===== config.mk =====
export PLATFORM = sky130hd
export DESIGN_NAME = rv_reg_file_flat
export DESIGN_NICKNAME = d
export VERILOG_FILES = /design/src/rtl/rv_reg_file_if.sv /design/src/rtl/rv_reg_file.sv /design/src/flat_wrapper.sv
export SDC_FILE = /design/constraint.sdc
export NUM_CORES = 2
export LEC_CHECK = 0
export BUFFER_PORTS_ARGS = -buffer_cell sky130_fd_sc_hd__buf_4
export CAP_MARGIN = 20
export CELL_PAD_IN_SITES_DETAIL_PLACEMENT = 1
export CELL_PAD_IN_SITES_GLOBAL_PLACEMENT = 1
export CORE_MARGIN = 1
export CORE_UTILIZATION = 30
export DETAILED_ROUTE_END_ITERATION = 16
export PLACE_DENSITY_LB_ADDON = 0.05
export SLEW_MARGIN = 20
export SYNTH_ARGS = -nofsm -noshare
export SYNTH_HDL_FRONTEND = slang
export SYNTH_SLANG_ARGS = --single-unit
export TNS_END_PERCENT = 1

===== constraint.sdc =====
create_clock -name clk -period 1.6 [get_ports clk]
set_clock_uncertainty 0.1 [all_clocks]
set_input_delay 0 -clock clk [delete_from_list [all_inputs] [get_ports clk]]
set_output_delay 0 -clock clk [all_outputs]
set_load 0.03 [all_outputs]

===== src/rtl/rv_reg_file_if.sv =====
// Register file access bundle: two read ports and one write port.
// Master drives indices and write data; slave returns read data.
interface rv_reg_file_if #(
   parameter int DATA_WIDTH = 32,
   parameter int ADDR_WIDTH = 5
);
   logic [ADDR_WIDTH-1:0] read_reg1;
   logic [ADDR_WIDTH-1:0] read_reg2;
   logic [ADDR_WIDTH-1:0] write_reg;
   logic [DATA_WIDTH-1:0] write_data;
   logic                  regwrite;
   logic [DATA_WIDTH-1:0] read_data1;
   logic [DATA_WIDTH-1:0] read_data2;

   modport master (
      output read_reg1,
      output read_reg2,
      output write_reg,
      output write_data,
      output regwrite,
      input  read_data1,
      input  read_data2
   );

   modport slave (
      input  read_reg1,
      input  read_reg2,
      input  write_reg,
      input  write_data,
      input  regwrite,
      output read_data1,
      output read_data2
   );
endinterface


===== src/rtl/rv_reg_file.sv =====
// RISC-V integer register file: 2 async read ports, 1 sync write port.
// x0 is hardwired to zero on both read ports.
module rv_reg_file #(
   parameter int DATA_WIDTH = 32,
   parameter int ADDR_WIDTH = 5,
   parameter int NUM_REGS   = 32
) (
   input  logic        clk,
   input  logic        rst_n,
   rv_reg_file_if.slave rf
);
   logic [DATA_WIDTH-1:0] registers [0:NUM_REGS-1];

   always_ff @(posedge clk or negedge rst_n) begin
      if (!rst_n) begin
         for (int i = 0; i < NUM_REGS; i++) begin
            registers[i] <= '0;
         end
      end else if (rf.regwrite && (rf.write_reg != '0)) begin
         registers[rf.write_reg] <= rf.write_data;
      end
   end

   // Masking on read keeps x0 zero even if the array entry is forced.
   assign rf.read_data1 = (rf.read_reg1 == '0) ? '0
                        : registers[rf.read_reg1];
   assign rf.read_data2 = (rf.read_reg2 == '0) ? '0
                        : registers[rf.read_reg2];
endmodule


===== src/flat_wrapper.sv =====
// flat-port wrapper written by rule: the top's interface ports become plain ports
module rv_reg_file_flat 
#(
   parameter int DATA_WIDTH = 32,
   parameter int ADDR_WIDTH = 5,
   parameter int NUM_REGS   = 32
)
  (clk, rst_n, rf_read_reg1, rf_read_reg2, rf_write_reg, rf_write_data, rf_regwrite, rf_read_data1, rf_read_data2);
  rv_reg_file_if #(.DATA_WIDTH(DATA_WIDTH), .ADDR_WIDTH(ADDR_WIDTH)) rf_i ();
  input  logic clk;
  input  logic rst_n;
  input wire logic [$bits(rf_i.read_reg1)-1:0] rf_read_reg1;
  input wire logic [$bits(rf_i.read_reg2)-1:0] rf_read_reg2;
  input wire logic [$bits(rf_i.write_reg)-1:0] rf_write_reg;
  input wire logic [$bits(rf_i.write_data)-1:0] rf_write_data;
  input wire logic [$bits(rf_i.regwrite)-1:0] rf_regwrite;
  output wire logic [$bits(rf_i.read_data1)-1:0] rf_read_data1;
  output wire logic [$bits(rf_i.read_data2)-1:0] rf_read_data2;
  assign rf_i.read_reg1 = rf_read_reg1;
  assign rf_i.read_reg2 = rf_read_reg2;
  assign rf_i.write_reg = rf_write_reg;
  assign rf_i.write_data = rf_write_data;
  assign rf_i.regwrite = rf_regwrite;
  assign rf_read_data1 = rf_i.read_data1;
  assign rf_read_data2 = rf_i.read_data2;
  rv_reg_file #(.DATA_WIDTH(DATA_WIDTH), .ADDR_WIDTH(ADDR_WIDTH), .NUM_REGS(NUM_REGS)) u_core (.clk(clk), .rst_n(rst_n), .rf(rf_i));
endmodule

==> flow_summary.toml <==
[global_route]
antenna_found_initial = 7
grt_pass1_vias = 42318
grt_usage_pct = 26.1
gr-total-overflow = 0
grt_max_degree = 77
grt_pass1_wl_um = 341000

[timing]
finalSetupViolCount = 65
fin_crit_sh_pct = 168
maxSlewHeadroom_pct = 19.8
drv_slew = 0
min_period_ns = 2.69
hold_viol = 0
fmax_mhz = 371
tightest_slew_ns = 1.20
fin_ws_ns = -1.09
rsz0062_at_grt = "true"

[run_status]
violations = "setup timing"
outcome = "complete, but fails checks"

[drt]
antenna_left = 0
drt_wl_total_um = 239000
via_count = 37395
drc_errors = 0
via_per_inst = 5.65
wl_per_cell_um = 36.1
dr.pass1.iters = 5
drtIter0Drc = 2240

[critical_path]
crit_arrival_ns = 2.59
cp_max_fo = 2
worstPathRequired_ns = 1.50
end_kind = "primary output"
start_kind = "register"
criticalPathCategory = "reg -> out"

[synthesis]
synth.top_cell.area_share_pct = 46.6
yosys_warnings = 0
syn_nets = 3663
syn-cell-area_um2 = 55000
synth_area_leaders = "dfrtp_1 (47%), mux2_2 (21%), mux4_2 (18%), mux2i_1 (2.3%), buf_6 (1.5%)"
syn_avg_cell_area_um2 = 15.2
synth_edf_count = 0
synth_seq_cells = 1024
synth-main-ff-cell = "dfrtp_1"
async_flop_share_pct = 100
synth_top_area_cell = "dfrtp_1"
netlist_instances = 3613
synth_cell_types = 40
yosysSeqAreaShare_pct = 46.6

[power]
p_sw_uw = 24400
max-vdd-ir-drop_v = 0.000791
power_frac_seq_pct = 40.9
switching_share_pct = 28.7
p_leak_uw = 0.0303
power.share.clock_pct = 36.3
intPower_uw = 60500
power_uw = 84800
powerDensity_nw_per_um2 = 1210
power_frac_comb_pct = 22.8

[cells_and_area]
largest_reg_flops = 1024
final_util_pct = 38.5
final_cells = 6619
area_growth_pct = 27.1
stdcell_area_um2 = 69900
n_fill_cell = 18085
top_register = "u_core.registers"
top_regs = "u_core.registers (1024)"
final_nets = 4197
drive_gt1_share_pct = 63.4

[floorplanning]
dieArea_um2 = 185000
die_x_um = 430
core_um2 = 182000
io_pins = 114
start_util_pct = 30.3
rows = 156
die_y_um = 430

[run]
cap_violations = 0

[clocking]
clk_pin_slew_worst_paths_ns = 0.06
htreeDepth = 4
clock-sinks = 1024
clockBufferDepth = 3
cts-root-buf = "clkbuf_16"
cts_made_buffers = 133
clk_latency_ns = 0.79
tritoncts = "done"

[place]
dp_hpwl_um = 161000
dpl-instance-area_um2 = 63900
port_buffers = 113
gp_congestion = 0.810
dp.cells = 6336

[worst_hold_path]
hp-class = "in -> reg"
## cell type report
class	count	area, um^2	share of cell area, %
Sequential cell	1024	25600	36.6
Antenna cell	2	5.00	0.00716
Multi-Input combinational cell	2164	28200	40.4
Inverter	2	12.5	0.0179
Clock inverter	29	380	0.544
Tap cell	2370	2970	4.24
Timing Repair Buffer	822	8640	12.4
Clock buffer	206	4070	5.82
## cell usage in the layout, fill, tap and decap left out, types with 11 or more instances in the layout
cell | Yosys | routed
buf_4 | 67 | 576
clkbuf_8 | 0 | 38
buf_12 | 1 | 179
a311oi_1 | 64 | 15
a211oi_2 | 0 | 50
mux2_2 | 1018 | 1005
nand2_1 | 52 | 37
o21ai_2 | 0 | 44
dlygate4sd3_1 | 0 | 38
a311oi_2 | 0 | 44
a221oi_1 | 44 | 21
nand2_4 | 0 | 13
a22oi_2 | 0 | 12
o21ai_0 | 21 | 11
o2111ai_1 | 18 | 16
mux2_1 | 38 | 38
a211oi_1 | 64 | 14
clkbuf_1 | 172 | 31
nor2b_1 | 66 | 64
mux2i_1 | 128 | 126
mux2_4 | 0 | 13
mux4_2 | 448 | 448
a221oi_2 | 2 | 25
dfrtp_1 | 1024 | 1024
o21ai_1 | 89 | 46
buf_6 | 74 | 19
clkinv_2 | 0 | 11
nor2_4 | 0 | 18
clkbuf_16 | 0 | 137
a22oi_1 | 64 | 52
## what timing repair did
item	CTS	global route
resized for setup	149	83
endpoints found under the hold margin	2016	0
pin swaps	34	18
buffers inserted	7	1
setup endpoints to repair	64	328
hold buffers	44	0
## Yosys cell counts (4+ instances only)
| cell type | instances |
|---|---|
| nor2b_1 | 66 |
| a22oi_1 | 64 |
| mux2_1 | 38 |
| buf_2 | 106 |
| mux4_2 | 448 |
| a211oi_1 | 64 |
| o2111ai_1 | 18 |
| buf_6 | 74 |
| nand2_1 | 52 |
| dfrtp_1 | 1024 |
| a311oi_1 | 64 |
| nand3b_1 | 4 |
| clkbuf_1 | 172 |
| nor3b_1 | 4 |
| buf_4 | 67 |
| a221oi_1 | 44 |
| mux2_2 | 1018 |
| o21ai_1 | 89 |
| o21ai_0 | 21 |
| nor2_1 | 12 |
| mux2i_1 | 128 |
| nor2_2 | 11 |
## power by group through the flow
stage / Clock (uW) / Sequential (uW) / Combinational, uW
after floorplan: 0 / 33500 / 12100
after global placement: 0 / 34500 / 18000
after detailed placement: 0 / 35000 / 18600
after CTS: 31700 / 34600 / 19300
after global routing: 32600 / 35300 / 20600
final: 30800 / 34700 / 19300
## final timing paths
| check | from | end | slack [ns] | cells after the start |
|---|---|---|---|---|
| worst max-delay path | u_core.registers[315] | rf_read_data2[27] | -1.09 | 7 |
| worst max register to register | u_core.registers[178] | u_core.registers[178] | 0.15 | 2 |
| min in group asynchronous | rst_n | u_core.registers[535] | 0.33 | 4 |
| worst min register to register | u_core.registers[993] | u_core.registers[993] | 0.29 | 0 |
| worst min-delay path | rf_regwrite | u_core.registers[172] | 0.04 | 6 |
| max in group asynchronous | rst_n | u_core.registers[1006] | 0.14 | 6 |
## per-layer routing
metal | up-vias | GRT usage (%) | share of wire, %
met3 | 378 | 3.40 | 3.4
met1 | 20967 | 34.8 | 44
li1 | 15170 | - | -
met2 | 878 | 43.6 | 49
met4 | 2 | 8.95 | 3.5
met5 | - | 0 | 0.0054
## cells by family (layout without fill, tap and decap cells)
family                 count (synthesis)  in the layout  synth area share (%)
AO/OA/AOI/OAI                        366            366                  4.81
flip-flops                          1024           1024                  46.6
buffers and inverters                425           1059                  4.68
AND/OR/NAND/NOR                      166            166                  1.66
multiplexers                        1632           1632                  42.3
other                                  0              2                     0
## stage by stage
step	TNS (ns)	setup slack (ns)	hold WS, ns
after floorplan	-11.18	-0.274	-0.396
after global placement	-135.89	-1.03	-0.171
after detailed placement	-141.34	-1.10	-0.182
after CTS	-76.83	-1.15	0.00228
after global routing	-67.42	-1.15	0.0216
final	-61.77	-1.09	0.0435
## critical path: stages, from the launching register on
cell and delay (ns):
dfrtp_1 0.37, mux2i_2 0.10, a221oi_2 0.40, o21ai_1 0.12, buf_4 0.17, a311oi_4 0.35
buf_4 0.17, buf_6 0.12
Note: power is estimated with default switching activity, not from simulation.
